### src/rtl/multi_channel_ping_pong_counter_pkg.sv
// Shared definitions for the multi-channel ping-pong counter bank.
// Holds the per-channel mode codes that select how a counter behaves
// when it reaches a bound.
package multi_channel_ping_pong_counter_pkg;

    localparam logic [1:0] PPC_PINGPONG = 2'b00;  // reverse at each bound
    localparam logic [1:0] PPC_WRAP     = 2'b01;  // jump to the opposite bound
    localparam logic [1:0] PPC_ONESHOT  = 2'b10;  // single sweep, then park
    localparam logic [1:0] PPC_HOLD     = 2'b11;  // freeze value and direction

endpackage

### src/rtl/multi_channel_ping_pong_counter_channel.sv
// ppc_channel: one bounded up/down counter with its next-state logic and
// output registers.
// Ports:
//   clk        rising-edge clock
//   rst        synchronous active-high reset (loads min, direction up)
//   enable     count enable; low holds value and direction
//   flip       direction-reverse request
//   mode       PPC_* mode code
//   max, min   inclusive bounds; range is valid only when max > min
//   out        registered counter value
//   direction  1 = counting up, 0 = counting down
//   bounce     registered one-cycle boundary-event pulse
module ppc_channel
    import multi_channel_ping_pong_counter_pkg::*;
#(
    parameter int WIDTH = 4
) (
    input  logic             clk,
    input  logic             rst,
    input  logic             enable,
    input  logic             flip,
    input  logic [1:0]       mode,
    input  logic [WIDTH-1:0] max,
    input  logic [WIDTH-1:0] min,
    output logic [WIDTH-1:0] out,
    output logic             direction,
    output logic             bounce
);

    localparam logic [WIDTH-1:0] ONE = WIDTH'(1);

    logic [WIDTH-1:0] out_q, out_d;
    logic             dir_q, dir_d;
    logic             bounce_q, bounce_d;

    logic [WIDTH-1:0] fwd;       // one step in the current direction
    logic [WIDTH-1:0] back;      // one step against the current direction
    logic [WIDTH-1:0] end_val;   // the bound the counter is heading towards
    logic             at_end;
    logic             interior;

    assign fwd      = dir_q ? out_q + ONE : out_q - ONE;
    assign back     = dir_q ? out_q - ONE : out_q + ONE;
    assign end_val  = dir_q ? max : min;
    assign at_end   = (out_q == end_val);
    assign interior = (out_q > min) && (out_q < max);

    always_comb begin
        out_d    = out_q;
        dir_d    = dir_q;
        bounce_d = 1'b0;
        if (enable && (max > min)) begin
            if ((out_q < min) || (out_q > max)) begin
                // Bounds moved away from the current value: restart the sweep.
                out_d = min;
                dir_d = 1'b1;
            end else if (mode != PPC_HOLD) begin
                if (flip && interior) begin
                    // Reverse and step in the new direction on the same edge.
                    dir_d = ~dir_q;
                    out_d = back;
                end else begin
                    // A flip at a bound falls through here and is ignored,
                    // except for a parked one-shot where it restarts the sweep.
                    case (mode)
                        PPC_PINGPONG: begin
                            if (at_end) begin
                                dir_d    = ~dir_q;
                                out_d    = back;
                                bounce_d = 1'b1;
                            end else begin
                                out_d = fwd;
                            end
                        end
                        PPC_WRAP: begin
                            if (at_end) begin
                                out_d    = dir_q ? min : max;
                                bounce_d = 1'b1;
                            end else begin
                                out_d = fwd;
                            end
                        end
                        default: begin
                            // One-shot: pulse on arrival, then park at the bound.
                            if (!at_end) begin
                                out_d    = fwd;
                                bounce_d = (fwd == end_val);
                            end else if (flip) begin
                                dir_d = ~dir_q;
                                out_d = back;
                            end
                        end
                    endcase
                end
            end
        end
    end

    always_ff @(posedge clk) begin
        if (rst) begin
            out_q    <= min;
            dir_q    <= 1'b1;
            bounce_q <= 1'b0;
        end else begin
            out_q    <= out_d;
            dir_q    <= dir_d;
            bounce_q <= bounce_d;
        end
    end

    assign out       = out_q;
    assign direction = dir_q;
    assign bounce    = bounce_q;

endmodule

### src/rtl/multi_channel_ping_pong_counter.sv
// multi_channel_ping_pong_counter: bank of CHANNELS independent bounded
// up/down counters sharing one clock.
// Ports (channel c occupies slice c of every bus):
//   clk        rising-edge clock
//   rst        synchronous active-high reset
//   enable     [CHANNELS]        per-channel count enable
//   flip       [CHANNELS]        per-channel direction-reverse request
//   mode       [2*CHANNELS]      per-channel mode, ch c = mode[2c+1:2c]
//   max, min   [WIDTH*CHANNELS]  per-channel bounds, ch c = [WIDTH*c +: WIDTH]
//   out        [WIDTH*CHANNELS]  counter values, same packing
//   direction  [CHANNELS]        1 = up, 0 = down
//   bounce     [CHANNELS]        registered boundary-event pulse
module multi_channel_ping_pong_counter
    import multi_channel_ping_pong_counter_pkg::*;
#(
    parameter int WIDTH    = 4,
    parameter int CHANNELS = 2
) (
    input  logic                      clk,
    input  logic                      rst,
    input  logic [CHANNELS-1:0]       enable,
    input  logic [CHANNELS-1:0]       flip,
    input  logic [2*CHANNELS-1:0]     mode,
    input  logic [WIDTH*CHANNELS-1:0] max,
    input  logic [WIDTH*CHANNELS-1:0] min,
    output logic [WIDTH*CHANNELS-1:0] out,
    output logic [CHANNELS-1:0]       direction,
    output logic [CHANNELS-1:0]       bounce
);

    for (genvar c = 0; c < CHANNELS; c++) begin : g_ch
        ppc_channel #(.WIDTH(WIDTH)) u_ch (
            .clk       (clk),
            .rst       (rst),
            .enable    (enable[c]),
            .flip      (flip[c]),
            .mode      (mode[2*c +: 2]),
            .max       (max[WIDTH*c +: WIDTH]),
            .min       (min[WIDTH*c +: WIDTH]),
            .out       (out[WIDTH*c +: WIDTH]),
            .direction (direction[c]),
            .bounce    (bounce[c])
        );
    end

endmodule

### config.mk
export PLATFORM = sky130hd
export DESIGN_NAME = multi_channel_ping_pong_counter
export DESIGN_NICKNAME = d
export VERILOG_FILES = /design/src/rtl/multi_channel_ping_pong_counter_pkg.sv /design/src/rtl/multi_channel_ping_pong_counter_channel.sv /design/src/rtl/multi_channel_ping_pong_counter.sv
export SDC_FILE = /design/constraint.sdc
export NUM_CORES = 1
export LEC_CHECK = 0
export ABC_AREA = 1
export ABC_CLOCK_PERIOD_IN_PS = 2200
export BUFFER_PORTS_ARGS = -buffer_cell sky130_fd_sc_hd__buf_2
export CORE_MARGIN = 2
export CORE_UTILIZATION = 55
export DETAILED_ROUTE_END_ITERATION = 16
export HOLD_SLACK_MARGIN = 0.02
export PLACE_DENSITY_LB_ADDON = 0.05
export REMOVE_ABC_BUFFERS = 1
export SLEW_MARGIN = 20
export SYNTH_ARGS = -nofsm -noshare
export SYNTH_HDL_FRONTEND = slang
export SYNTH_HIERARCHICAL = 1
export SYNTH_SLANG_ARGS = --single-unit
### constraint.sdc
create_clock -name clk -period 2.2 [get_ports clk]
set_input_delay 0.33 -clock clk [delete_from_list [all_inputs] [get_ports clk]]
set_output_delay 0.33 -clock clk [all_outputs]
set_load 0.1 [all_outputs]
==> results of run 1 <==
## how the worst max path moves through the flow
| stage | slack (ns) | cells after the start | to |
|---|---|---|---|
| after floorplan | -0.55 | 8 | g_ch[0].u_ch/out[0]$_DFFE_PP_ |
| after global placement | 0.06 | 12 | g_ch[0].u_ch/out[2]$_DFFE_PP_ |
| after detailed placement | -0.03 | 12 | g_ch[0].u_ch/out[2]$_DFFE_PP_ |
| after CTS | 0.05 | 11 | g_ch[1].u_ch/out[3]$_DFFE_PP_ |
| after global routing | -0.001 | 11 | g_ch[1].u_ch/out[0]$_DFFE_PP_ |
| final | 0.13 | 10 | g_ch[1].u_ch/out[1]$_DFFE_PP_ |
## repair_timing
item,4_1_cts,5_1_grt
resized for setup,0,13
buffers inserted,0,1
endpoints found under the hold margin,0,0
endpoints found under the setup margin,0,12
## area by class of cell
cell class / count / area share, %
Clock buffer: 4 / 1.89
Inverter: 60 / 8.07
Multi-Input combinational cell: 324 / 63.3
Sequential cell: 12 / 11.0
Tap cell: 52 / 2.23
Timing Repair Buffer: 63 / 13.5
## cells in the mapped netlist
master	number
sky130_fd_sc_hd__nand2_1	136
sky130_fd_sc_hd__nand3_1	54
sky130_fd_sc_hd__inv_1	52
sky130_fd_sc_hd__ha_1	28
sky130_fd_sc_hd__nor2_1	20
sky130_fd_sc_hd__nand2_2	14
sky130_fd_sc_hd__o21ai_0	14
sky130_fd_sc_hd__a21oi_1	12
sky130_fd_sc_hd__nand4_1	10
sky130_fd_sc_hd__edfxtp_1	8
sky130_fd_sc_hd__clkinv_1	6
sky130_fd_sc_hd__nand2_4	6
sky130_fd_sc_hd__nor2_4	6
sky130_fd_sc_hd__xnor2_1	6
sky130_fd_sc_hd__dfxtp_1	4
sky130_fd_sc_hd__nand3b_1	4
sky130_fd_sc_hd__o21bai_1	4
sky130_fd_sc_hd__buf_2	2
sky130_fd_sc_hd__buf_6	2
sky130_fd_sc_hd__clkbuf_2	2
sky130_fd_sc_hd__inv_6	2
sky130_fd_sc_hd__mux2i_1	2
sky130_fd_sc_hd__nor2_2	2
sky130_fd_sc_hd__nor3_1	2
sky130_fd_sc_hd__o211ai_1	2
sky130_fd_sc_hd__o21ai_1	2
## sequential cells by signal, indices dropped and copies added (netlist names)
register	count
g_ch.u_ch/bounce	2
g_ch.u_ch/direction	2
g_ch.u_ch/out	8
## per-layer routing
metal | vias to the layer above | global-route usage, % | share of wire (%)
met5 | - | 0 | 0
met2 | 92 | 42.3 | 44
met1 | 1253 | 44.7 | 49
met4 | 0 | 3.85 | 0.71
li1 | 1423 | - | -
met3 | 6 | 2.74 | 6.7
## cell families after synthesis
family,after synthesis,share of synthesized area [%]
simple gates,254,49.7
buf+inv,66,11.6
compound gates,34,7.72
fa+ha+maj,28,14.6
flops,12,13.3
xor+xnor,6,2.19
mux,2,0.834
## through the flow
stage	std cells	hold slack, ns	util [%]	total power, uW	area (sq um)
2_1_floorplan	396	0.422	-	1440	2360
3_3_place_gp	510	0.571	65.8	1830	2810
3_5_place_dp	510	0.580	65.8	1860	2810
4_1_cts	514	0.327	67.1	2110	2860
5_1_grt	515	0.347	68.3	2340	2910
6_report	515	0.339	68.3	2160	2910
## power breakdown
part	switching [uW]	total [uW]	internal (uW)
clock	92.1	251	158
combinational	1050	1570	526
sequential	50.9	337	286
total	1190	2160	970
==> reports/qor.json, run 1 <==
{
  "synth_warnings": 6,
  "antennaDiodeCount": 0,
  "cts_inserted_buffers": 3,
  "overall_via_count_from_detail_route": 2774,
  "grt_antenna_before_repair": 0,
  "timing.final.setup_violations": 0,
  "rows": 24,
  "clock_path_buffers": 2,
  "worst-path-max-fanout": 6,
  "outcome": "complete, no violations",
  "r2r_setup_slack_ns": 0.13,
  "drt_iter0_drc": 197,
  "endpoint_kind": "flip-flop",
  "globalplace.congestion": 0.929,
  "pre_cts_ws_ns": -0.0342,
  "globalRouteOverflowTotal": 0,
  "die_y_microns": 70.1,
  "final_cell_mix": "133 x sky130_fd_sc_hd__nand2_1, 54 x sky130_fd_sc_hd__nand3_1, 50 x sky130_fd_sc_hd__inv_1",
  "global_route.usage.total_pct": 28.3,
  "final.setup.worst_slack_ns": 0.133,
  "slew_headroom_pct": 67.7,
  "timing.final.crit_share_pct": 94.0,
  "grt_start_max_net_pins": 16,
  "r2r.worst_path.cells": 10,
  "finalWirelength_mm": 6.76,
  "start_util_pct": 56.3,
  "cellLeakagePower_uw": 0.00166,
  "ff_latch_area_sq_um": 322,
  "synth_top_cell_by_area": "sky130_fd_sc_hd__nand2_1",
  "cts_num_sinks": 12,
  "syn_to_final_growth_pct": 21.4,
  "timing.setup.tns_ns": 0,
  "tritoncts": "done",
  "drive_gt1_share_pct": 22.7,
  "pwr_density_cell_mw_per_mm2": 741,
  "ant_nets": 0,
  "wire_per_inst_microns": 13.1,
  "timing.rr.end": "g_ch[1].u_ch/out[1]$_DFFE_PP_",
  "first_pass_grt_wire_length_mm": 11.5,
  "fmax_ghz": 0.484,
  "maxSlewViolCount": 0,
  "period_needed_ns": 2.07,
  "routed_via_density": 5.39,
  "multiInputGateArea_sq_mm": 0.00184,
  "slowest_stage": "sky130_fd_sc_hd__edfxtp_1",
  "final_hold_viol_count": 0,
  "number_of_flip_flops_and_latches_in_the_synthesized_netlist": 12,
  "worst_setup_hold_path_clk_slew_ns": 0.06,
  "timing.hold.worst.start": "mode[3]",
  "core_sq_mm": 0.00426,
  "max_h_tree_level": 1,
  "crit_path_launch": "g_ch[1].u_ch/out[2]$_DFFE_PP_",
  "finalNetCount": 518,
  "cpMostUsedCell": "sky130_fd_sc_hd__nand2_1",
  "grt_pass1_vias": 2484,
  "yosysSeqAreaShare_pct": 13.3,
  "worstHoldEndpoint": "g_ch[1].u_ch/bounce$_SDFF_PP0_",
  "ys_types": 26,
  "critical_path_class": "reg2reg",
  "insertion_delay_ns": 0.24,
  "timing_worst_slew_pin_value_ns": 0.487,
  "finClkSkew_ns": 0.00224,
  "cts.root.buffer_cell": "sky130_fd_sc_hd__clkbuf_8",
  "mostFrequentLayoutCell": "sky130_fd_sc_hd__nand2_1",
  "critPathLaunchType": "flip-flop",
  "drc_markers": 0,
  "synth_largest_type_area_fraction_pct": 21.3,
  "num_io_pins": 38,
  "synthCells": 402,
  "critical_path.max_stage_delay_ns": 0.45,
  "crit-reg2reg-launch": "g_ch[1].u_ch/out[2]$_DFFE_PP_",
  "worst-endpoint-arrival_ns": 2.07,
  "worst_endpoint_required_time_ns": 2.20,
  "die_width_microns": 70.1,
  "critPathBufInv": 2,
  "path_cells": "ha_1, nand2_1, o21bai_1, nand2_1, buf_4, nand2_1, nor2_4, inv_2, nand2_1, nand2_1",
  "io_buffers": 37,
  "cts_hold_repair.buffers": 0,
  "synth_top_area_cells": "sky130_fd_sc_hd__nand2_1 21%, sky130_fd_sc_hd__ha_1 15%, sky130_fd_sc_hd__nand3_1 11%",
  "ir_drop_mv": 0.344,
  "num-fill-cells": 415,
  "detailedRoute.firstPassIterationCount": 5,
  "dp_hpwl_mm": 5.65,
  "avgSynthCellArea_sq_um": 5.97,
  "synthesis.area_sq_mm": 0.00240,
  "hold_path_depth": 2,
  "crit_family": "simple AND/OR/NAND/NOR gates",
  "die-area_sq_mm": 0.00491,
  "number_of_violations_of_the_max_capacitance_limit": 0,
  "hold_class": "in2reg"
}
Note: power is estimated with default switching activity, not from simulation.
==> run 2, diff against run 1 <==
REMOVE_ABC_BUFFERS = not set   (was 1)
==> reports/qor.json, run 2 (same netlist as run 1, synthesis figures left out) <==
{
  "outcome": "complete, no violations",
  "io_buffers": 37,
  "globalplace.congestion": 0.897,
  "drc_markers": 0,
  "path_cells": "buf_4, inv_1, ha_1, xnor2_2, inv_1, nand2_1, nand3_1, nor2_1, nand4_1, a21oi_1",
  "fmax_ghz": 0.490,
  "antennaDiodeCount": 0,
  "finalWirelength_mm": 6.67,
  "die-area_sq_mm": 0.00491,
  "cts_num_sinks": 12,
  "insertion_delay_ns": 0.24,
  "overall_via_count_from_detail_route": 2720,
  "cts_post_setup_buffers_inserted": 0,
  "cellLeakagePower_uw": 0.00162,
  "num_io_pins": 38,
  "slowest_stage": "sky130_fd_sc_hd__edfxtp_1",
  "largest_register_ff_count": 8,
  "clock_path_buffers": 2,
  "clock_power_share_pct": 11.4,
  "fin_area_sq_mm": 0.00289,
  "pwr-share-seq_pct": 16.6,
  "critical_path.max_stage_delay_ns": 0.44,
  "critical_path_class": "reg2reg",
  "cts.root.buffer_cell": "sky130_fd_sc_hd__clkbuf_8",
  "cts_inserted_buffers": 3,
  "hold_class": "in2reg",
  "worst_endpoint_required_time_ns": 2.37,
  "timing.setup.tns_ns": 0,
  "combPwrFrac_pct": 72.0,
  "power_uw": 2140,
  "ant_nets": 0,
  "grt_setup_unrepaired": "no",
  "global_route.usage.total_pct": 28.2,
  "grt_antenna_before_repair": 0,
  "drive_gt1_share_pct": 24.4,
  "num-fill-cells": 410,
  "die_y_microns": 70.1,
  "drt_iter0_drc": 141,
  "endpoint_kind": "flip-flop",
  "finalNetCount": 506,
  "wire_per_inst_microns": 13.3,
  "critPathLaunchType": "flip-flop",
  "core_sq_mm": 0.00426,
  "switching_share_pct": 56.2,
  "worst-path-max-fanout": 6,
  "globalRouteOverflowTotal": 0,
  "cts_hold_repair.buffers": 0,
  "routed_via_density": 5.41,
  "die_width_microns": 70.1,
  "mostFrequentLayoutCell": "sky130_fd_sc_hd__nand2_1",
  "cpMostUsedCell": "sky130_fd_sc_hd__inv_1",
  "grt_start_max_net_pins": 12,
  "timing_worst_slew_pin_value_ns": 0.550,
  "worst-endpoint-arrival_ns": 2.21,
  "ir_drop_mv": 0.531,
  "synthesis.nets": 456,
  "intPower_uw": 940,
  "rows": 24,
  "finClkSkew_ns": 0.00189,
  "power.switching_uw": 1200,
  "period_needed_ns": 2.04,
  "start_util_pct": 56.3,
  "syn_to_final_growth_pct": 20.5,
  "grt_pass1_vias": 2421,
  "timing.final.setup_violations": 0,
  "detailedRoute.firstPassIterationCount": 5,
  "maxSlewViolCount": 0,
  "crit_family": "flip-flops",
  "dp_hpwl_mm": 5.56,
  "max_h_tree_level": 1,
  "place_area_sq_mm": 0.00284,
  "final_hold_viol_count": 0,
  "final_cell_mix": "126 x sky130_fd_sc_hd__nand2_1, 52 x sky130_fd_sc_hd__nand3_1, 50 x sky130_fd_sc_hd__inv_1",
  "worst_setup_hold_path_clk_slew_ns": 0.05,
  "slew_headroom_pct": 63.3,
  "timing.final.crit_share_pct": 92.7,
  "pwr_density_cell_mw_per_mm2": 742,
  "first_pass_grt_wire_length_mm": 11.3,
  "tritoncts": "done",
  "critPathBufInv": 3,
  "number_of_violations_of_the_max_capacitance_limit": 0
}
-- run 2: layout make-up --
type                            count  area, sq um  area share [%]
Inverter                           60          235            8.14
Sequential cell                    12          322            11.1
Tap cell                           52         65.1            2.25
Timing Repair Buffer               51          290            10.0
Clock buffer                        4         55.1            1.90
Multi-Input combinational cell    324         1920            66.6
-- run 2: per-stage QoR --
step | setup slack [ns] | std cells | util [%] | hold WS (ns)
floorplan | -0.241 | 402 | - | 0.422
global placement | 0.201 | 499 | 66.5 | 0.575
detailed placement | 0.198 | 499 | 66.5 | 0.577
CTS | 0.201 | 503 | 67.8 | 0.331
global route | 0.0525 | 503 | 67.8 | 0.346
finish | 0.160 | 503 | 67.8 | 0.325
-- run 2: repair_timing --
action | 4_1_cts | 5_1_grt
hold endpoints to repair | 0 | 0
resized for setup | 0 | 1
endpoints found under the setup margin | 0 | 4
-- run 2: power by group through the flow --
stage	combinational, uW	clock [uW]	sequential [uW]
2_1_floorplan	979	0	568
3_3_place_gp	1500	0	356
3_5_place_dp	1520	0	357
4_1_cts	1530	244	352
5_1_grt	1710	254	358
6_report	1550	245	355
-- run 2: metal layers --
metal	track usage, %	vias to the layer above	wire length (microns)
li1	-	1399	-
met1	45.0	1208	3370
met2	42.6	105	2720
met3	2.16	8	527
met4	2.78	0	47
met5	0	-	0
-- run 2: final timing paths --
check / slack [ns] / end / cells after the start / startpoint
max: 0.16 / g_ch[0].u_ch/bounce$_SDFF_PP0_ / 10 / g_ch[0].u_ch/out[1]$_DFFE_PP_
min: 0.32 / g_ch[0].u_ch/bounce$_SDFF_PP0_ / 2 / mode[1]
max reg2reg: 0.16 / g_ch[0].u_ch/bounce$_SDFF_PP0_ / 10 / g_ch[0].u_ch/out[1]$_DFFE_PP_
min reg2reg: 0.77 / g_ch[1].u_ch/direction$_SDFFE_PP1P_ / 3 / g_ch[1].u_ch/direction$_SDFFE_PP1P_
-- run 2: worst register-to-register path: stages, from the launching register on --
cell and delay [ns]:
sky130_fd_sc_hd__edfxtp_1 0.44, sky130_fd_sc_hd__buf_4 0.19, sky130_fd_sc_hd__inv_1 0.11, sky130_fd_sc_hd__ha_1 0.27, sky130_fd_sc_hd__xnor2_2 0.28, sky130_fd_sc_hd__inv_1 0.07
sky130_fd_sc_hd__nand2_1 0.06, sky130_fd_sc_hd__nand3_1 0.06, sky130_fd_sc_hd__nor2_1 0.13, sky130_fd_sc_hd__nand4_1 0.19, sky130_fd_sc_hd__a21oi_1 0.17
